## src/rtl/jzjpcc_memory_stage_lsu.sv

```systemverilog
// Memory-stage load/store unit for the jzjpcc core.
// - Drives port B of the shared SRAM.
// - Decodes each request into RAM, MMIO or unmapped space.
// - Builds the byte-swapped write word and lane mask.
// - Owns the eight MMIO output registers.
// - Formats load data one cycle after the request.
// Optional feature: define JZJPCC_LSU_STICKY_FAULT_EN for sticky fault status bits.
module jzjpcc_memory_stage_lsu #(
  parameter int          RAM_A_WIDTH = 12,
  parameter logic [31:0] MMIO_BASE   = 32'hFFFFFFE0
) (
  input  logic                   clock,
  input  logic                   reset,
  input  logic                   stall,
  input  logic                   memRead,
  input  logic                   memWrite,
  input  logic [2:0]             funct3,
  input  logic [31:0]            address,
  input  logic [31:0]            writeData,
  output logic [RAM_A_WIDTH-1:0] sramAddressB,
  output logic                   sramWriteEnableB,
  output logic [3:0]             sramByteMaskB,
  output logic [31:0]            sramWriteB,
  input  logic [31:0]            sramReadB,
  output logic [31:0]            loadData,
  output logic                   misaligned,
  output logic                   accessFault,
  output logic [1:0]             faultStatus,
  input  logic [31:0]            mmioInputs  [8],
  output logic [31:0]            mmioOutputs [8]
);

  // Request decode
  logic       w_accept;
  logic       w_both;
  logic       w_in_ram;
  logic       w_in_mmio;
  logic       w_load_legal;
  logic       w_store_legal;
  logic       w_legal;
  logic       w_access_fault;
  logic       w_misaligned;
  logic       w_ok;
  logic       w_mmio_store;
  logic [2:0] w_mmio_index;
  logic [1:0] w_offset;
  logic [3:0] w_core_mask;
  logic [31:0] w_core_wdata;

  // Registered state
  logic [RAM_A_WIDTH-1:0] r_last_addr;
  logic                   r_load_valid;
  logic [2:0]             r_funct3;
  logic [1:0]             r_offset;
  logic                   r_src_mmio;
  logic [31:0]            r_mmio_data;
  logic                   r_access_fault;
  logic                   r_misaligned;
  logic [31:0]            r_mmio_out [8];

  // Load formatting
  logic [31:0] w_word;
  logic [31:0] w_shifted;
  logic [31:0] w_extended;

  // Reset blocks acceptance so a store in the reset cycle never lands anywhere.
  assign w_accept     = (memRead | memWrite) & ~stall & ~reset;
  assign w_both       = memRead & memWrite;
  assign w_in_ram     = (address[31:RAM_A_WIDTH+2] == '0);
  assign w_in_mmio    = (address[31:5] == MMIO_BASE[31:5]);
  assign w_mmio_index = address[4:2];
  assign w_offset     = address[1:0];

  assign w_load_legal  = funct3 inside {3'b000, 3'b001, 3'b010, 3'b100, 3'b101};
  assign w_store_legal = funct3 inside {3'b000, 3'b001, 3'b010};
  assign w_legal       = memRead ? w_load_legal : w_store_legal;

  // Simultaneous read+write, bad funct3 or unmapped address all count as access faults.
  assign w_access_fault = w_both | ~w_legal | ~(w_in_ram | w_in_mmio);
  assign w_misaligned   = ((funct3[1:0] == 2'b01) & address[0]) |
                          ((funct3[1:0] == 2'b10) & (address[1:0] != 2'b00));
  assign w_ok           = w_accept & ~w_access_fault & ~w_misaligned;

  // RAM wins if the two regions ever overlap for an odd parameter choice.
  assign sramWriteEnableB = w_ok & memWrite & w_in_ram;
  assign w_mmio_store     = w_ok & memWrite & w_in_mmio & ~w_in_ram;

  // Core-order byte enables and replicated store data, before the lane swap.
  always_comb begin
    w_core_mask  = 4'b1111;
    w_core_wdata = writeData;
    case (funct3[1:0])
      2'b00: begin
        w_core_mask  = 4'b0001 << w_offset;
        w_core_wdata = {4{writeData[7:0]}};
      end
      2'b01: begin
        w_core_mask  = 4'b0011 << w_offset;
        w_core_wdata = {2{writeData[15:0]}};
      end
      default: begin
        w_core_mask  = 4'b1111;
        w_core_wdata = writeData;
      end
    endcase
  end

  // Core byte k lives in raw SRAM lane 3-k.
  genvar gi;
  generate
    for (gi = 0; gi < 4; gi++) begin : g_lane
      assign sramByteMaskB[gi]          = w_core_mask[3-gi];
      assign sramWriteB[8*gi +: 8]      = w_core_wdata[8*(3-gi) +: 8];
    end
  endgenerate

  // Hold the last accepted word address so the SRAM read output stays stable through stalls.
  always_ff @(posedge clock) begin
    if (reset) begin
      r_last_addr <= '0;
    end else if (w_accept) begin
      r_last_addr <= address[RAM_A_WIDTH+1:2];
    end
  end

  assign sramAddressB = w_accept ? address[RAM_A_WIDTH+1:2] : r_last_addr;

  // Response registers: capture on any non-stalled cycle, hold while stalled.
  always_ff @(posedge clock) begin
    if (reset) begin
      r_load_valid   <= 1'b0;
      r_funct3       <= 3'b000;
      r_offset       <= 2'b00;
      r_src_mmio     <= 1'b0;
      r_mmio_data    <= '0;
      r_access_fault <= 1'b0;
      r_misaligned   <= 1'b0;
    end else if (!stall) begin
      r_load_valid   <= w_ok & memRead;
      r_funct3       <= funct3;
      r_offset       <= w_offset;
      r_src_mmio     <= w_in_mmio & ~w_in_ram;
      r_mmio_data    <= mmioInputs[w_mmio_index];
      r_access_fault <= w_accept & w_access_fault;
      r_misaligned   <= w_accept & ~w_access_fault & w_misaligned;
    end
  end

  assign accessFault = r_access_fault;
  assign misaligned  = r_misaligned;

  // MMIO output registers: only the enabled bytes of the addressed word change.
  always_ff @(posedge clock) begin
    if (reset) begin
      for (int i = 0; i < 8; i++) begin
        r_mmio_out[i] <= '0;
      end
    end else if (w_mmio_store) begin
      for (int b = 0; b < 4; b++) begin
        if (w_core_mask[b]) begin
          r_mmio_out[w_mmio_index][8*b +: 8] <= w_core_wdata[8*b +: 8];
        end
      end
    end
  end

  generate
    for (gi = 0; gi < 8; gi++) begin : g_mmio_out
      assign mmioOutputs[gi] = r_mmio_out[gi];
    end
  endgenerate

  // Bring the returned word into core byte order and right-align the addressed bytes.
  always_comb begin
    w_word    = r_src_mmio ? r_mmio_data
                           : {sramReadB[7:0], sramReadB[15:8], sramReadB[23:16], sramReadB[31:24]};
    w_shifted = w_word >> {r_offset, 3'b000};
  end

  // Sign- or zero-extend by access width; nothing comes out unless a good load is registered.
  always_comb begin
    w_extended = w_shifted;
    case (r_funct3)
      3'b000:  w_extended = {{24{w_shifted[7]}}, w_shifted[7:0]};
      3'b001:  w_extended = {{16{w_shifted[15]}}, w_shifted[15:0]};
      3'b100:  w_extended = {24'h000000, w_shifted[7:0]};
      3'b101:  w_extended = {16'h0000, w_shifted[15:0]};
      default: w_extended = w_shifted;
    endcase
    loadData = r_load_valid ? w_extended : 32'h0;
  end

`ifdef JZJPCC_LSU_STICKY_FAULT_EN
  logic [1:0] r_fault_status;

  // Sticky flags set at the same edge as the fault pulse; only reset clears them.
  always_ff @(posedge clock) begin
    if (reset) begin
      r_fault_status <= 2'b00;
    end else if (!stall) begin
      r_fault_status <= r_fault_status |
                        {w_accept & w_access_fault, w_accept & ~w_access_fault & w_misaligned};
    end
  end

  assign faultStatus = r_fault_status;
`else
  assign faultStatus = 2'b00;
`endif

endmodule

```

## config.mk

```make
export PLATFORM = sky130hd
export DESIGN_NAME = jzjpcc_memory_stage_lsu
export DESIGN_NICKNAME = d
export VERILOG_FILES = /design/src/rtl/jzjpcc_memory_stage_lsu.sv
export SDC_FILE = /design/constraint.sdc
export NUM_CORES = 1
export LEC_CHECK = 0
export CORE_AREA = 2 2 273 275
export DETAILED_ROUTE_END_ITERATION = 8
export DIE_AREA = 0 0 275 277
export PLACE_DENSITY = 0.54
export SYNTH_ARGS = -nofsm -noshare
export SYNTH_HDL_FRONTEND = slang
export SYNTH_SLANG_ARGS = --single-unit
```

## constraint.sdc

```tcl
create_clock -name clock -period 10.1 [get_ports clock]
set_input_delay 3.03 -clock clock [delete_from_list [all_inputs] [get_ports clock]]
set_output_delay 3.03 -clock clock [all_outputs]
set_load 0.01 [all_outputs]
```

# ---- Word level (Yosys, flattened, before mapping)
# Memories as Yosys holds them, arrays and structs flattened.
# Cells that the tools add are included.
dict set report totals {
  register_bits 53
  latch_bits 0
  ramBits 256
  mem_bits_ro 0
  in_bits 360
  out_inout_bits 341
  wordCells 90
  n_memories 1
}
dict set report classes {
  addsub 0
  mul 0
  div 0
  order_cmp 1
  n_eq_ne 10
  shifts 3
  mux 31
  bitwise 28
  n_reduce_logical 8
}
# name depth width read_ports rd_clocked_by_memory_dff write_ports line
set mem_list {}
lappend mem_list {r_mmio_out 8 32 8 0 8 59} ;# logic [31:0] r_mmio_out [8];
# op n
set op_table {}
lappend op_table {{32-bit 2-to-1 mux} 5}
lappend op_table {{32-bit case mux with 4 select lines} 1}
lappend op_table {{32-bit binary-select mux with 3-bit select} 1}
lappend op_table {{32-bit case mux with 2 select lines} 1}
lappend op_table {{32-bit OR reduction} 1}
lappend op_table {{32-bit by 5-bit >> shifter with 32-bit output} 1}
lappend op_table {{27-bit equality test, second input constant} 1}
lappend op_table {{1-bit 2-to-1 mux} 19}
lappend op_table {{18-bit logical NOT} 1}
lappend op_table {{1-bit AND} 15}
lappend op_table {{3-bit equality test, second input constant} 4}
lappend op_table {{12-bit 2-to-1 mux} 1}
lappend op_table {{4-bit case mux with 2 select lines} 1}
lappend op_table {{1-bit NOT} 7}
lappend op_table {{3-bit by 1-bit equality test with 1-bit output, second input constant} 2}
lappend op_table {{3-bit logical NOT} 2}
lappend op_table {{1-bit bitwise OR} 5}
lappend op_table {{5-bit nonzero test} 1}
lappend op_table {{4-bit greater-or-equal comparator, second input constant} 1}
lappend op_table {{4-bit 2-to-1 mux} 1}
lappend op_table {{3-bit NOT with 4-bit output} 1}
lappend op_table {{1-bit by 2-bit << shifter with 4-bit output, first input constant} 1}
lappend op_table {{2-bit by 2-bit << shifter with 4-bit output, first input constant} 1}
lappend op_table {{3-bit by 2-bit equality test with 1-bit output, second input constant} 1}
lappend op_table {{6 further kinds} 6}

# ---- Depth between registers and ports, before layout
# Gate-level depths: netlist of run 1.
dict set report logic_depth {
  word_depth 17
  ltp_mapped 7
}

# ---- Worst setup path before layout of run 1
# No wires, ideal clock.
dict set report synth_path {
  kind {input-to-output}
  start {input stall}
  end {output sramWriteEnableB}
  t_arrival_ps 4413
  required_time_ps 7070
  setup_slack_ps 2657
  stages 6
  n_path_buf 2
  path_cell_list {clkbuf_1 -> or2_2 -> a2111oi_4 -> buf_2 -> and2_1 -> and3_1}
}
dict set report synth_between {
  elab_chain_len 7
}
# element line
set synth_rtl {}
lappend synth_rtl {{start: declaration} 14} ;# input logic stall,
lappend synth_rtl {{1-bit NOT} 67} ;# assign w_accept = (memRead | memWrite) & ~stall & ~reset;
lappend synth_rtl {{1-bit AND (2 in series)} 67}
lappend synth_rtl {{1-bit AND (2 in series)} 82} ;# assign w_ok = w_accept & ~w_access_fault & ~w_misaligned;
lappend synth_rtl {{1-bit AND (2 in series)} 85} ;# assign sramWriteEnableB = w_ok & memWrite & w_in_ram;
lappend synth_rtl {{end: declaration} 21} ;# output logic sramWriteEnableB,
# No other way between the ends.

# ---- Worst setup path in the final report of run 1
dict set report layout_path {
  start {input sramReadB[7]}
  end {output loadData[10]}
}
dict set report layout_between {
  elab_chain_len 4
}
# element line
set layout_rtl {}
lappend layout_rtl {{start: declaration} 24} ;# input logic [31:0] sramReadB,
lappend layout_rtl {{32-bit 2-to-1 mux} 175} ;# w_word = r_src_mmio ? r_mmio_data
lappend layout_rtl {{32-bit by 5-bit >> shifter with 32-bit output} 177} ;# w_shifted = w_word >> {r_offset, 3'b000};
lappend layout_rtl {{32-bit case mux with 4 select lines} 183} ;# case (r_funct3)
lappend layout_rtl {{32-bit 2-to-1 mux} 190} ;# loadData = r_load_valid ? w_extended : 32'h0;
lappend layout_rtl {{end: declaration} 25} ;# output logic [31:0] loadData,
# No other way between the ends.

==> run metrics, run 1 <==
status=finished, final reports clean; Critical Path End Type=output port; Internal=around 0.0025 W; worst-path fanout max=23; Worst Tran Pin Value=between 1000 and 1500 ps; CTS tree=built; vias per cell=slightly below 5; Resize count post-CTS=0; CP dominant cell by count=clkdlybuf4s50_1; post-route insts no fill=3005; Setup crit start kind=input port; Switching Fraction=about a quarter; WP data arrival=between 5000 and 6000 ps; largest net degree at the start of global routing=between 70 and 80; number of global-route vias before repair=about 15000; RSZ-0062 raised after global routing=no; RR Startpoint=r_offset[0]; drt wl/cell=between 20 and 30 um; number of synthesized register bits=~310; Ports=between 700 and 800; max cap viols=0; sequential area share after synthesis=56.7%; global-route wire length before repair=roughly 120 mm; Hold Path Cell Cnt=2; FF-to-FF End=r_offset[0]; Post-Route WL=about 85 mm; drt first-iter violations=1155; sequential share of power=44.5%; switching power of the nets=roughly 0.00085 W; hold buffer count at cts=0; # Post-CTS Setup Buffers=0; r2r setup slk=between 8000 and 9000 ps; CP Class=in2out; Worst Hold Class=reg2reg; VDD IR max=0.0950 mV; Reg clk slew, reported paths=around 60 ps; post-synth top area share=around 50%; Synth Instances=around 1300; Synth area leader=edfxtp_1; most instantiated cells after synthesis=edfxtp_1, nor2_1, clkbuf_1; ratio of cells with drive above 1 in the final layout=around 12%; initial antenna violation count=18; Synth warnings=0; Post-synth EDFFs=256; final period utilization=85.7%; clk sinks=a little over 300; port bufs=698; dpl cells=2932; Gate power share=18.6%; Top FF cell, synth=edfxtp_1; Area Overhead vs Synth=60.0%; Die W=~280 um; DRC Markers=0; Initial Utilization=between 20% and 30%; Tmin final=around 8700 ps; Die ar.=~76000 sq um; Pleak=roughly 8 nW; Skew-Pair Late Insertion Delay=520 ps; Pins Over Slew Limit=0; total core area=between 70000 and 80000 sq um; routability congestion estimate=a little over 0.9; TritonCTS buffer count=35; Die Span Y=277 um; CP cell instances=clkdlybuf4s50_1, mux4_2, mux2_2, nand4b_1, o21ai_0, clkdlybuf4s50_1; Slowest-stage cell, CP=nand4b_1; library cells used by synthesis=56; Slew HR=11.6%; post-route ant nets=0; Fmax=~120 MHz; H-Tree Depth=2; detailed-route via count=between 10000 and 15000; Syn Area/Cell=11.5 sq um; max incr delay on CP=~580 ps; Clk pwr share=between 30% and 40%; GRT Util Overall=about 21%; Cell Pwr Density=135 nW/um^2; Setup TNS=0 ps; async set-reset flop share out of synthesis=0%; largest cells by area after synthesis=edfxtp_1, dfxtp_1, mux2_2; r2r worst-path depth=2; first drt pass iteration count=5; Final setup viols=0; worst hold margin=slightly above 500 ps; worst clock skew=0 ps; final core utilization=~34%; Crit path required time=just over 7000 ps; min-delay src=r_mmio_data[3]; hold path endpoint=r_mmio_data[3]; total gr overflow=0; row count=100; CTS Root Cell=clkbuf_16; Tot Pwr=0.00334 W; Post-Syn Area=between 15000 and 20000 sq um; count leader, synth=edfxtp_1; Max Buffers Root-to-Sink=3; Final Hold Fails=0; post-DP HPWL=about 68 mm; Nets=around 2400
==> power by group through the flow <==
stage / Sequential (W) / Clock, W / Combinational, W
floorplan: 0.00152 / 0 / 0.000189
global placement: 0.00151 / 0 / 0.000619
detailed placement: 0.00151 / 0 / 0.000622
CTS: 0.00148 / 0.00127 / 0.000625
global route: 0.00149 / 0.00131 / 0.000651
finish: 0.00148 / 0.00123 / 0.000620
==> cell type report <==
class	count	area [sq um]
Sequential cell	309	8750
Clock buffer	43	906
Tap cell	969	1210
Timing Repair Buffer	754	7390
Fill cell	7305	48900
Inverter	19	71.3
Antenna cell	11	27.5
Clock inverter	18	184
Multi-Input combinational cell	882	6150
==> worst max path at each step <==
stage,from,end,depth (start not counted)
2_1_floorplan,stall,sramWriteEnableB,6
3_3_place_gp,funct3[0],sramWriteB[16],5
3_5_place_dp,reset,sramAddressB[10],6
4_1_cts,reset,sramAddressB[10],6
5_1_grt,sramReadB[7],loadData[10],6
6_report,sramReadB[7],loadData[10],6
==> through the flow <==
step	cell area, sq um	setup slack, ps
floorplan	15400	2660
global placement	23600	1560
detailed placement	23600	1500
CTS	24700	1500
global route	24700	1340
finish	24700	1440
==> cell usage in the layout (no fill, tap or decap), types with 42 or more instances in the layout <==
cell | netlist | layout
a221oi_1 | 42 | 42
buf_4 | 10 | 58
clkdlybuf4s50_1 | 0 | 693
dfxtp_1 | 53 | 52
edfxtp_1 | 256 | 256
mux2_2 | 78 | 78
mux2i_1 | 44 | 44
nand2_1 | 54 | 53
nand3_1 | 43 | 43
nor2_1 | 191 | 191
nor3_1 | 55 | 54
nor4_1 | 69 | 68
o21ai_0 | 74 | 72
==> registers in the layout (all words and copies together), names as in the netlist <==
name / flops
r_mmio_data: 32
accessFault: 1
misaligned: 1
r_offset: 2
r_funct3: 3
r_last_addr: 12
r_mmio_out: 256
r_load_valid: 1
r_src_mmio: 1
==> logic make-up (layout without fill, tap and decap cells) <==
| family | count (synthesis) | count (layout) | synth area share [%] |
|---|---|---|---|
| AO/OA/AOI/OAI | 230 | 230 | 10.9 |
| XOR/XNOR | 1 | 1 | 0.0568 |
| buffers and inverters | 149 | 834 | 4.05 |
| flip-flops | 309 | 309 | 56.7 |
| multiplexers | 149 | 149 | 12.5 |
| other | 1 | 13 | 0.0243 |
| AND/OR/NAND/NOR | 500 | 500 | 15.8 |
==> layer usage <==
| layer | vias up | GRT usage [%] | share of wire [%] |
|---|---|---|---|
| met1 | 7246 | 23.3 | 36 |
| met4 | 4 | 8.07 | 3.6 |
| met3 | 127 | 4.21 | 7.0 |
| li1 | 6496 | - | - |
| met5 | - | 0 | 0.032 |
| met2 | 800 | 40.3 | 53 |
==> critical path, delay by kind of cell <==
| kind | cells | cell delay, ps |
|---|---|---|
| compound gates | 1 | 260 |
| buf+inv | 2 | 980 |
| mux | 2 | 770 |
| simple gates | 1 | 580 |
No activity file was read; power rests on OpenSTA's default activity.
==> run 2, diff against run 1 <==
CAP_MARGIN = 20   (was not set)
==> run 2 against run 1 <==
  * Via count is 1.1% higher
  * Clock skew unchanged
  * Non-clock buffer count increased by 20
  * Fmax barely moved
  * Die area is the same
  * Largest cell class unchanged
==> run metrics, run 2 (same netlist as run 1, synthesis figures left out) <==
Tmin final=~8700 ps; hold buffer count at cts=0; Fmax=~120 MHz; post-route ant nets=0; H-Tree Depth=2; # fillers=7332; Die ar.=between 70000 and 80000 sq um; routability congestion estimate=a little over 0.9; CP cell instances=clkdlybuf4s50_1, mux4_2, mux2_2, nand4b_1, o21ai_0, clkdlybuf4s50_1; max reg flops=roughly 260; Skew-Pair Late Insertion Delay=~530 ps; DRC Markers=0; most common cell after layout, fill and taps aside=clkdlybuf4s50_1; port bufs=~700; ratio of cells with drive above 1 in the final layout=between 10% and 20%; total core area=between 70000 and 80000 sq um; # Post-CTS Setup Buffers=0; total gr overflow=0; Worst Hold Class=reg2reg; Critical Path End Type=output port; Area Overhead vs Synth=61.2%; Largest Register=r_mmio_out; VDD IR max=between 0.09 and 0.1 mV; Final setup viols=0; Crit path required time=about 7100 ps; Initial Utilization=about a fifth; Slew HR=31.3%; Ports=around 700; Pins Over Slew Limit=0; Die Span Y=277 um; final core utilization=33.8%; Setup TNS=0 ps; post-DP HPWL=between 60 and 70 mm; Post-Route WL=between 80 and 90 mm; CTS Root Cell=clkbuf_16; Setup crit start kind=input port; CP Class=in2out; Worst Tran Pin Value=1020 ps; initial antenna violation count=20; row count=100; Final Hold Fails=0; number of global-route vias before repair=between 10000 and 15000; min-delay src=r_mmio_data[27]; vias per cell=around 4.9; Resize count post-CTS=0; CP dominant cell by count=clkdlybuf4s50_1; Multi-input gate area=around 6200 sq um; max cap viols=0; drt wl/cell=28.3 um; status=finished, final reports clean; worst clock skew=0 ps; detailed-route via count=around 15000; register area=~8700 sq um; WP data arrival=~5600 ps; Nets=2382; worst setup path start=sramReadB[7]; GRT Util Overall=a little over a fifth; RSZ-0062 raised after global routing=no; TritonCTS buffer count=36; clk sinks=approximately 310; Max Buffers Root-to-Sink=3; largest net degree at the start of global routing=73; first drt pass iteration count=5; Reg clk slew, reported paths=60 ps; biggest regs=r_mmio_out (256), r_mmio_data (32), r_last_addr (12); Die W=275 um; CTS tree=built; max incr delay on CP=600 ps; worst hold margin=approximately 510 ps; drt first-iter violations=1200; Slowest-stage cell, CP=nand4b_1; Cell Pwr Density=136 nW/um^2; final period utilization=between 80% and 90%; Pleak=around 8.3 nW; global-route wire length before repair=116 mm; RR Startpoint=r_offset[0]; worst-path fanout max=23; commonest cells after routing, fill and taps aside=clkdlybuf4s50_1, edfxtp_1, nor2_1
==> run 2: cell count changes in the layout (fill, tap and decap cells not counted), sizes merged <==
cell,previous run,this run
buf,61,74
diode,11,12
clkinvlp,1,4
inv,17,18
clkinv,16,17
clkbuf,43,48
==> run 2: worst max-delay path, delay by kind of cell <==
family          cells  cell delay, ps
compound gates      1             250
buf+inv             2             980
mux                 2             760
simple gates        1             600
==> run 2: worst paths after layout <==
path                                        end  cells after the start  slack (ps)
worst min-delay path            r_mmio_data[27]                      2         510
worst max-delay path               loadData[10]                      6        1440
worst min register to register  r_mmio_data[27]                      2         510
worst max register to register      r_offset[0]                      2        8820
==> run 2: final cells by class <==
type                    instances  share of cell area [%]
flip-flops and latches        309                    35.2
repair buffers                774                    30.3
multi-input cells             882                    24.7
well taps                     969                    4.87
clock buffers                  41                    3.70
clock inverters                23                   0.885
inverters                      19                   0.287
diodes                         12                   0.121
==> run 2: stage by stage <==
step | total power (W) | setup slack, ps | cell area [sq um] | cells
CTS | 0.00341 | 1490 | 24700 | 2998
global placement | 0.00213 | 1560 | 23600 | 2932
finish | 0.00338 | 1440 | 24900 | 3029
global route | 0.00349 | 1330 | 24900 | 3029
detailed placement | 0.00213 | 1490 | 23600 | 2934
floorplan | 0.00171 | 2660 | 15400 | 1340
==> run 2: per-layer routing <==
layer / wire length [um] / track usage [%] / vias to the layer above
li1: - / - / 6552
met1: 31100 / 23.8 / 7305
met2: 45200 / 39.8 / 849
met3: 6110 / 4.04 / 131
met4: 3270 / 8.87 / 4
met5: 27 / 0 / -
==> run 2: power by group <==
part | internal [W] | total, W | switching (W) | leakage (nW)
logic | 0.000332 | 0.000624 | 0.000292 | 4.88
registers | 0.00144 | 0.00148 | 0.0000397 | 2.87
clock network | 0.000737 | 0.00128 | 0.000539 | 0.548
